$ cat src/rtl/dac_sample_scheduler.sv
// dac_sample_scheduler
//   Paces DAC sample delivery at a programmable rate, arbitrates between the
//   baseband stream and a static test code, and soft-ramps the DAC code
//   between zero and mid-scale on enable/disable. Randomisation is gated so
//   it is only active while streaming.
//
// Ports
//   clk_i            clock
//   rst_ni           asynchronous active-low reset
//   en_i             transmit request (level)
//   rate_div_i       sample period = rate_div_i + 1 clocks
//   randomise_req_i  request thermometer-element randomisation
//   test_en_i        select test_code_i instead of the stream
//   test_code_i      static test code
//   data_valid_i     stream sample valid
//   data_i           stream sample, offset binary
//   data_ready_o     stream accept strobe (combinational)
//   dac_code_o       code to the DAC interface
//   dac_en_o         DAC enable
//   randomise_en_o   randomisation enable to the DAC interface
//   underflow_o      one-cycle underflow pulse
//   underflow_cnt_o  saturating underflow count
//   state_o          0 IDLE, 1 RAMP_UP, 2 RUN, 3 RAMP_DOWN
module dac_sample_scheduler #(
  parameter int unsigned INPUT_WIDTH = 10,
  parameter int unsigned DIV_WIDTH   = 8,
  parameter int unsigned RAMP_STEP   = 4
) (
  input  logic                   clk_i,
  input  logic                   rst_ni,
  input  logic                   en_i,
  input  logic [DIV_WIDTH-1:0]   rate_div_i,
  input  logic                   randomise_req_i,
  input  logic                   test_en_i,
  input  logic [INPUT_WIDTH-1:0] test_code_i,
  input  logic                   data_valid_i,
  input  logic [INPUT_WIDTH-1:0] data_i,
  output logic                   data_ready_o,
  output logic [INPUT_WIDTH-1:0] dac_code_o,
  output logic                   dac_en_o,
  output logic                   randomise_en_o,
  output logic                   underflow_o,
  output logic [7:0]             underflow_cnt_o,
  output logic [1:0]             state_o
);

  typedef enum logic [1:0] {
    IDLE      = 2'd0,
    RAMP_UP   = 2'd1,
    RUN       = 2'd2,
    RAMP_DOWN = 2'd3
  } state_t;

  localparam logic [INPUT_WIDTH-1:0] MID  = {1'b1, {(INPUT_WIDTH-1){1'b0}}};
  localparam logic [INPUT_WIDTH-1:0] STEP = INPUT_WIDTH'(RAMP_STEP);

  state_t                 r_state;
  state_t                 w_state_next;
  logic [DIV_WIDTH-1:0]   r_div;
  logic                   w_tick;
  logic [INPUT_WIDTH-1:0] r_code;
  logic [INPUT_WIDTH-1:0] w_code_next;
  logic                   r_dac_en;
  logic                   r_rand_en;
  logic                   r_underflow;
  logic [7:0]             r_uf_cnt;
  logic                   w_underflow;
  logic                   w_uf_clear;
  logic                   w_ready;

  logic [INPUT_WIDTH-1:0] w_mid_dist;
  logic [INPUT_WIDTH-1:0] w_up_step;
  logic [INPUT_WIDTH-1:0] w_toward_mid;
  logic [INPUT_WIDTH-1:0] w_down_step;
  logic [INPUT_WIDTH-1:0] w_toward_zero;

  assign w_tick = (r_state != IDLE) && (r_div >= rate_div_i);

  // Ramp arithmetic: clamp each step so the code lands exactly on its target.
  always_comb begin
    w_mid_dist    = (r_code > MID) ? (r_code - MID) : (MID - r_code);
    w_up_step     = (w_mid_dist < STEP) ? w_mid_dist : STEP;
    w_toward_mid  = (r_code > MID) ? (r_code - w_up_step) : (r_code + w_up_step);
    w_down_step   = (r_code < STEP) ? r_code : STEP;
    w_toward_zero = r_code - w_down_step;
  end

  always_comb begin
    w_state_next = r_state;
    w_code_next  = r_code;
    w_underflow  = 1'b0;
    w_uf_clear   = 1'b0;
    w_ready      = 1'b0;
    unique case (r_state)
      IDLE: begin
        if (en_i) begin
          w_state_next = RAMP_UP;
          w_uf_clear   = 1'b1;
        end
      end
      RAMP_UP: begin
        if (!en_i) begin
          w_state_next = RAMP_DOWN;
        end else if (w_tick) begin
          w_code_next = w_toward_mid;
          if (w_toward_mid == MID) w_state_next = RUN;
        end
      end
      RUN: begin
        // The strobe is suppressed on the edge that leaves RUN so that the
        // handshake never reports a transfer that did not take place.
        if (!en_i) begin
          w_state_next = RAMP_DOWN;
        end else if (w_tick) begin
          if (test_en_i) begin
            w_code_next = test_code_i;
          end else begin
            w_ready = 1'b1;
            if (data_valid_i) begin
              w_code_next = data_i;
            end else begin
              w_code_next = MID;
              w_underflow = 1'b1;
            end
          end
        end
      end
      RAMP_DOWN: begin
        if (en_i) begin
          w_state_next = RAMP_UP;
        end else if (w_tick) begin
          w_code_next = w_toward_zero;
          if (w_toward_zero == '0) w_state_next = IDLE;
        end
      end
      default: w_state_next = IDLE;
    endcase
  end

  always_ff @(posedge clk_i or negedge rst_ni) begin
    if (!rst_ni) begin
      r_state     <= IDLE;
      r_div       <= '0;
      r_code      <= '0;
      r_dac_en    <= 1'b0;
      r_rand_en   <= 1'b0;
      r_underflow <= 1'b0;
      r_uf_cnt    <= '0;
    end else begin
      r_state     <= w_state_next;
      r_code      <= w_code_next;
      r_dac_en    <= (w_state_next != IDLE);
      r_rand_en   <= (w_state_next == RUN) && randomise_req_i;
      r_underflow <= w_underflow;
      if (r_state == IDLE || w_tick) begin
        r_div <= '0;
      end else begin
        r_div <= r_div + DIV_WIDTH'(1);
      end
      if (w_uf_clear) begin
        r_uf_cnt <= '0;
      end else if (w_underflow && (r_uf_cnt != '1)) begin
        r_uf_cnt <= r_uf_cnt + 8'd1;
      end
    end
  end

  assign data_ready_o    = w_ready;
  assign dac_code_o      = r_code;
  assign dac_en_o        = r_dac_en;
  assign randomise_en_o  = r_rand_en;
  assign underflow_o     = r_underflow;
  assign underflow_cnt_o = r_uf_cnt;
  assign state_o         = r_state;

endmodule

$ cat config.mk
export PLATFORM = sky130hd
export DESIGN_NAME = dac_sample_scheduler
export DESIGN_NICKNAME = d
export VERILOG_FILES = /design/src/rtl/dac_sample_scheduler.sv
export SDC_FILE = /design/constraint.sdc
export NUM_CORES = 1
export LEC_CHECK = 0
export CAP_MARGIN = 40
export CELL_PAD_IN_SITES_DETAIL_PLACEMENT = 2
export CELL_PAD_IN_SITES_GLOBAL_PLACEMENT = 2
export CORE_ASPECT_RATIO = 0.9
export CORE_MARGIN = 2
export CORE_UTILIZATION = 37
export DETAILED_ROUTE_END_ITERATION = 10
export DONT_BUFFER_PORTS = 1
export PLACE_DENSITY_LB_ADDON = 0.1
export SLEW_MARGIN = 15
export SYNTH_ARGS = -nofsm -noshare
export SYNTH_HDL_FRONTEND = slang
export SYNTH_SLANG_ARGS = --single-unit
$ cat constraint.sdc
create_clock -name clk_i -period 5.9 [get_ports clk_i]
set_clock_uncertainty 0.05 [all_clocks]
set_input_delay 1.18 -clock clk_i [delete_from_list [all_inputs] [get_ports clk_i]]
set_output_delay 1.18 -clock clk_i [all_outputs]
set_load 0.05 [all_outputs]
# After elaboration in Yosys (flattened, before gate mapping)
# Index checks and enable logic that the tools add are counted.
[totals]
ff_bits = 31
inputBits = 34
out_inout_bits = 24
word_cells = 77
[op_classes]
n_addsub = 7
order_cmp = 4
eq_ne = 12
mux = 36
n_reduce_logical = 11
[ops]
columns = ["cell", "n"]
rows = [
  ["10-bit 2-to-1 mux", 12],
  ["10-bit one-hot mux with 3 select lines", 1],
  ["8-bit 2-to-1 mux", 3],
  ["10-bit by 3-bit less-than comparator with 1-bit output, second input constant", 2],
  ["10-bit subtractor", 2],
  ["8-bit by 1-bit adder with 8-bit output, second input constant", 2],
  ["2-bit 2-to-1 mux", 8],
  ["2-bit != test, second input constant", 6],
  ["1-bit 2-to-1 mux", 11],
  ["10-bit adder", 1],
  ["10-bit equality test, second input constant", 1],
  ["10-bit greater-than comparator, second input constant", 1],
  ["10-bit logical NOT", 1],
  ["10-bit subtractor, first input constant", 1],
  ["10-bit subtractor, second input constant", 1],
  ["8-bit greater-or-equal comparator", 1],
  ["8-bit != test, second input constant", 1],
  ["2-bit one-hot mux with 4 select lines", 1],
  ["7-bit AND reduction", 1],
  ["2-bit equality test, second input constant", 3],
  ["2-bit nonzero test", 3],
  ["1-bit logical AND", 3],
  ["3-bit nonzero test", 1],
  ["2-bit by 1-bit equality test with 1-bit output, second input constant", 1],
  ["other kinds (2)", 2],
]

# Logic depth before layout (Yosys ltp)
[depth]
depth_word = 13
mapped_depth = 20
depth_no_buf = 20

# Least setup slack after synthesis
# Ideal clock, no wire load.
[synth_timing]
kind = "reg2reg"
from = "register r_code[4] (netlist: dac_code_o[4])"
to = "register r_rand_en (netlist: randomise_en_o)"
setup_ns = 0.068
arrival_time_ns = 4.732
required_time_ns = 5.782
slack_ns = 1.050
stages_incl_launch_ff = 21
n_path_buf = 2
period_less_slack_ns = 4.850
cell_sequence = "dfrtp_1 buf_6 or3_1 buf_2 or4_4 o211a_1 nand3_2 a21oi_1 nand2_1 ha_1 nand2_1 nand2_1 fa_1 a21o_1 a211oi_1 o21bai_1 xor2_1 a2111oi_1 o2111ai_2 o31ai_1 and4b_1"
[synth_between]
elab_chain_cells = 13
word_cells_on_any_way = 23
classes_between = "5 x add/sub; 3 x order compare; 2 x eq/ne; 11 x mux; 2 x reduce/logical"
[synth_rtl]
columns = ["item", "line", "text"]
rows = [
  ["start: declaration", "61", "logic [INPUT_WIDTH-1:0] r_code;"],
  ["start signal: assignment", "151", "r_code <= w_code_next;"],
  ["10-bit subtractor or 10-bit greater-than comparator (tied branches)", "81, 83", ""],
  ["10-bit 2-to-1 mux", "81", "w_mid_dist = (r_code > MID) ? (r_code - MID) : (MID - r_code);"],
  ["10-bit by 3-bit less-than comparator with 1-bit output", "82", "w_up_step = (w_mid_dist < STEP) ? w_mid_dist : STEP;"],
  ["10-bit 2-to-1 mux", "82", ""],
  ["10-bit adder or 10-bit subtractor (tied branches)", "83", "w_toward_mid = (r_code > MID) ? (r_code - w_up_step) : (r_code + w_up_step);"],
  ["10-bit 2-to-1 mux", "83", ""],
  ["10-bit equality test", "106", "if (w_toward_mid == MID) w_state_next = RUN;"],
  ["2-bit 2-to-1 mux", "106", ""],
  ["2-bit 2-to-1 mux", "104", "end else if (w_tick) begin"],
  ["2-bit 2-to-1 mux", "102", "if (!en_i) begin"],
  ["2-bit one-hot mux with 4 select lines *", "94", "unique case (r_state)"],
  ["2-bit equality test *", "153", "r_rand_en <= (w_state_next == RUN) && randomise_req_i;"],
  ["1-bit logical AND *", "153", ""],
  ["end signal: assignment", "153", ""],
  ["end: declaration", "64", "logic r_rand_en;"],
]
# Every way passes the cells marked *; elsewhere a longest branch is shown, timed or not.
# A chain may end at the register's enable or synchronous reset.

# Worst setup path in the final report
[layout_timing]
from = "register r_code[0] (netlist: dac_code_o[0])"
to = "register r_rand_en (netlist: randomise_en_o)"
# Same word-level chain as after synthesis.

==> reports/metrics.csv <==
stage,metric,value,unit
clock_tree,cts_resized,0,
worst_setup_path,r2r-start,dac_code_o[0],
logic_synthesis,synth_area,0.00294,sq mm
placed_design,placed_cell_area,0.00311,sq mm
sta,slew-limit-headroom,57.3,%
global_routing,grtUsageTotal,25.2,%
worst_setup_path,criticalPathCategory,register to register,
logic_synthesis,synth_ff_type,dfrtp_1,
logic_synthesis,ys_warn_count,0,
final_layout,drive_gt1_share,9.45,%
worst_setup_path,r2r_cells,19,
routing,ant_nets,0,
worst_setup_path,worstPathRequired,6070,ps
sta,slew_viol_final,0,
run,maxCapViolCount,0,
worst_setup_path,critPathMaxFanout,7,
global_routing,grt_max_degree,32,
power,powerDensity,514,mW/mm^2
logic_synthesis,ys_seq_area_share,26.3,%
routing,wl,10.4,mm
clock_tree,cts_setup_buffers,0,
placed_design,numPortBuffers,0,
clock_tree,cts_tree,built,
routing,drc,0,
clock_tree,clk_pin_slew,80,ps
logic_synthesis,synth.avg_cell_area,7.85,sq um
clock_tree,postCtsHoldBufs,0,
worst_setup_path,ff2ff_setup_slack,430,ps
placed_design,hpwl,8.29,mm
worst_setup_path,cp.arrival,5650,ps
die,pin_count,58,
logic_synthesis,ys_seq_elements,31,
sta,max_freq,183,MHz
logic_synthesis,syn_inst,375,
sta,hold_violations,0,
final_layout,layout_commonest_cell,nor2_1,
worst_setup_path,r2r-end,randomise_en_o,
final_layout,antenna_cells,0,
routing,wl_per_cell,21.9,um
sta,fin_crit_sh,92.7,%
logic_synthesis,syn-num-nets,432,
power,leakagePower,0.00141,uW
power,peakVddDrop,0.000206,V
placed_design,gp_congestion,0.880,
worst_setup_path,cp-end-kind,register,
clock_tree,htreeDepth,2,
global_routing,grt_pass1_vias,3139,
logic_synthesis,async_reset_ff_share,100,%
clock_tree,cts.sink_count,31,
sta,fin_crit,5470,ps
final_layout,final_cell_mix,"nor2_1 (40), dfrtp_1 (31), a21oi_1 (30), nand2_1 (27), o21ai_0 (24)",
die,dieArea,0.00869,sq mm
worst_setup_path,startpoint_type,register,
die,fp.dieW,98.0,um
final_layout,fin_area,0.00322,sq mm
sta,rsz0062_at_grt,no,
clock_tree,root_buffer,clkbuf_8,
die,core-area,0.00762,sq mm
routing,vias,2943,
hold_path,min_path_type,register to register,
global_routing,grt.overflow.total,0,
final_layout,area_delta_synth_final,9.22,%
global_routing,grt_pass1_wl,17.2,mm
hold_path,hold_start,r_div[0],
sta,finalSetupViolCount,0,
outcome,status,"finished, final reports clean",
clock_tree,insertion_delay,300,ps
routing,dr.pass1.iters,4,
die,dieHeight,88.6,um
power,fin_total_pwr,1650,uW
global_routing,grt_antenna_before_repair,0,
hold_path,min_path_cells,1,
die,start_util,38.6,%
clock_tree,cts_buffers,5,
routing,drt_iter0_drc,118,
clock_tree,clock_path_buffers,2,
logic_synthesis,synth_edf_count,0,
final_layout,nets,437,
die,rows,30,
sta,final.setup.tns,0,ps
logic_synthesis,yosysUniqueCellTypes,63,
routing,vias_per_cell,6.17,
sta,worst_pin_slew,638,ps
hold_path,min_delay_worst_endpoint,r_div[0],
## power by group
part / internal [uW] / total [uW] / switching [uW]
combinational: 381 / 1120 / 735
clock: 106 / 195 / 89.1
sequential: 261 / 341 / 79.4
total: 749 / 1650 / 904
## cell type report
class	instances	area, sq um
Clock buffer	7	96.3
Clock inverter	1	7.51
Fill cell	926	4400
Inverter	23	86.3
Multi-Input combinational cell	301	2000
Sequential cell	31	776
Tap cell	96	120
Timing Repair Buffer	18	133
## metrics by stage
step / setup WS (ps) / hold slack [ps] / cells / util, %
finish: 429 / 502 / 477 / 42.2
CTS: 453 / 515 / 477 / 42.2
global placement: 732 / 482 / 467 / 40.7
detailed placement: 507 / 509 / 469 / 40.8
floorplan: 1050 / 435 / 375 / -
global route: 6.14 / 500 / 477 / 42.2
## sequential cells by signal, summed over array words and instances, names as in the netlist
name and cells:
dac_code_o 10, r_div 8, underflow_cnt_o 8, state_o 2, dac_en_o 1, randomise_en_o 1
underflow_o 1
## layer usage
layer  up-vias  share of wire, %  wire [um]  track usage, %
li1       1374                 -          -               -
met1      1514                46       4830            33.0
met2        48                49       5130            45.1
met3         7               4.1        430            4.58
met4         0              0.37         39            2.78
met5         -                 0          0               0
## synthesized netlist by cell type (all sizes together), types with 3 or more instances
cell type / number / area [sq um]
nor2: 40 / 150
dfrtp: 31 / 776
a21oi: 30 / 150
o21ai: 28 / 140
nand2: 27 / 101
inv: 23 / 86.3
ha: 22 / 275
xor2: 16 / 140
clkbuf: 15 / 56.3
nand3: 12 / 65.1
xnor2: 11 / 96.3
nor3: 9 / 45.0
a211oi: 6 / 50.1
nand2b: 6 / 37.5
a221oi: 5 / 43.8
and3: 5 / 31.3
buf: 5 / 28.8
nand4: 5 / 31.3
or3: 5 / 31.3
or4: 5 / 41.3
a22oi: 4 / 30.0
nor4: 4 / 25.0
o21a: 4 / 30.0
o31ai: 4 / 35.0
a2111oi: 3 / 27.5
a211o: 3 / 26.3
a311oi: 3 / 26.3
and2: 3 / 18.8
mux2i: 3 / 30.0
nor2b: 3 / 18.8
nor3b: 3 / 22.5
o2111ai: 3 / 32.5
o211ai: 3 / 27.5
o21bai: 3 / 22.5
## kinds of logic after synthesis
kind of cell / Yosys count / share of synthesized area [%]
other cells: 1 / 0.127
compound gates: 115 / 26.2
fa+ha+maj: 23 / 10.0
flops: 31 / 26.3
xor+xnor: 27 / 8.03
simple gates: 132 / 22.4
mux: 3 / 1.02
buf+inv: 43 / 5.82
## worst max-delay path by stage
| stage | from | to | slack (ps) | depth (start not counted) |
|---|---|---|---|---|
| 5_1_grt | dac_code_o[0] | randomise_en_o | 6 | 19 |
| 6_report | dac_code_o[0] | randomise_en_o | 430 | 19 |
| 3_5_place_dp | dac_code_o[0] | randomise_en_o | 510 | 19 |
| 4_1_cts | dac_code_o[0] | randomise_en_o | 450 | 19 |
| 2_1_floorplan | dac_code_o[4] | randomise_en_o | 1050 | 20 |
| 3_3_place_gp | dac_code_o[0] | randomise_en_o | 730 | 19 |
## worst max-delay path, cell delays in order, from the launching register on
cell and delay, ps:
dfrtp_1 580, buf_4 270, or4_1 540, o21ai_1 220
o211a_1 220, nand3_2 140, a21oi_1 480, nand2_1 110
ha_1 310, nand2_1 60, nand2_1 80, fa_1 410
a21o_1 190, a211oi_1 300, o21bai_1 140, xor2_1 160
a2111oi_1 420, o2111ai_2 260, o31ai_1 230, and4b_1 220
Note: power is estimated with default switching activity, not from simulation.
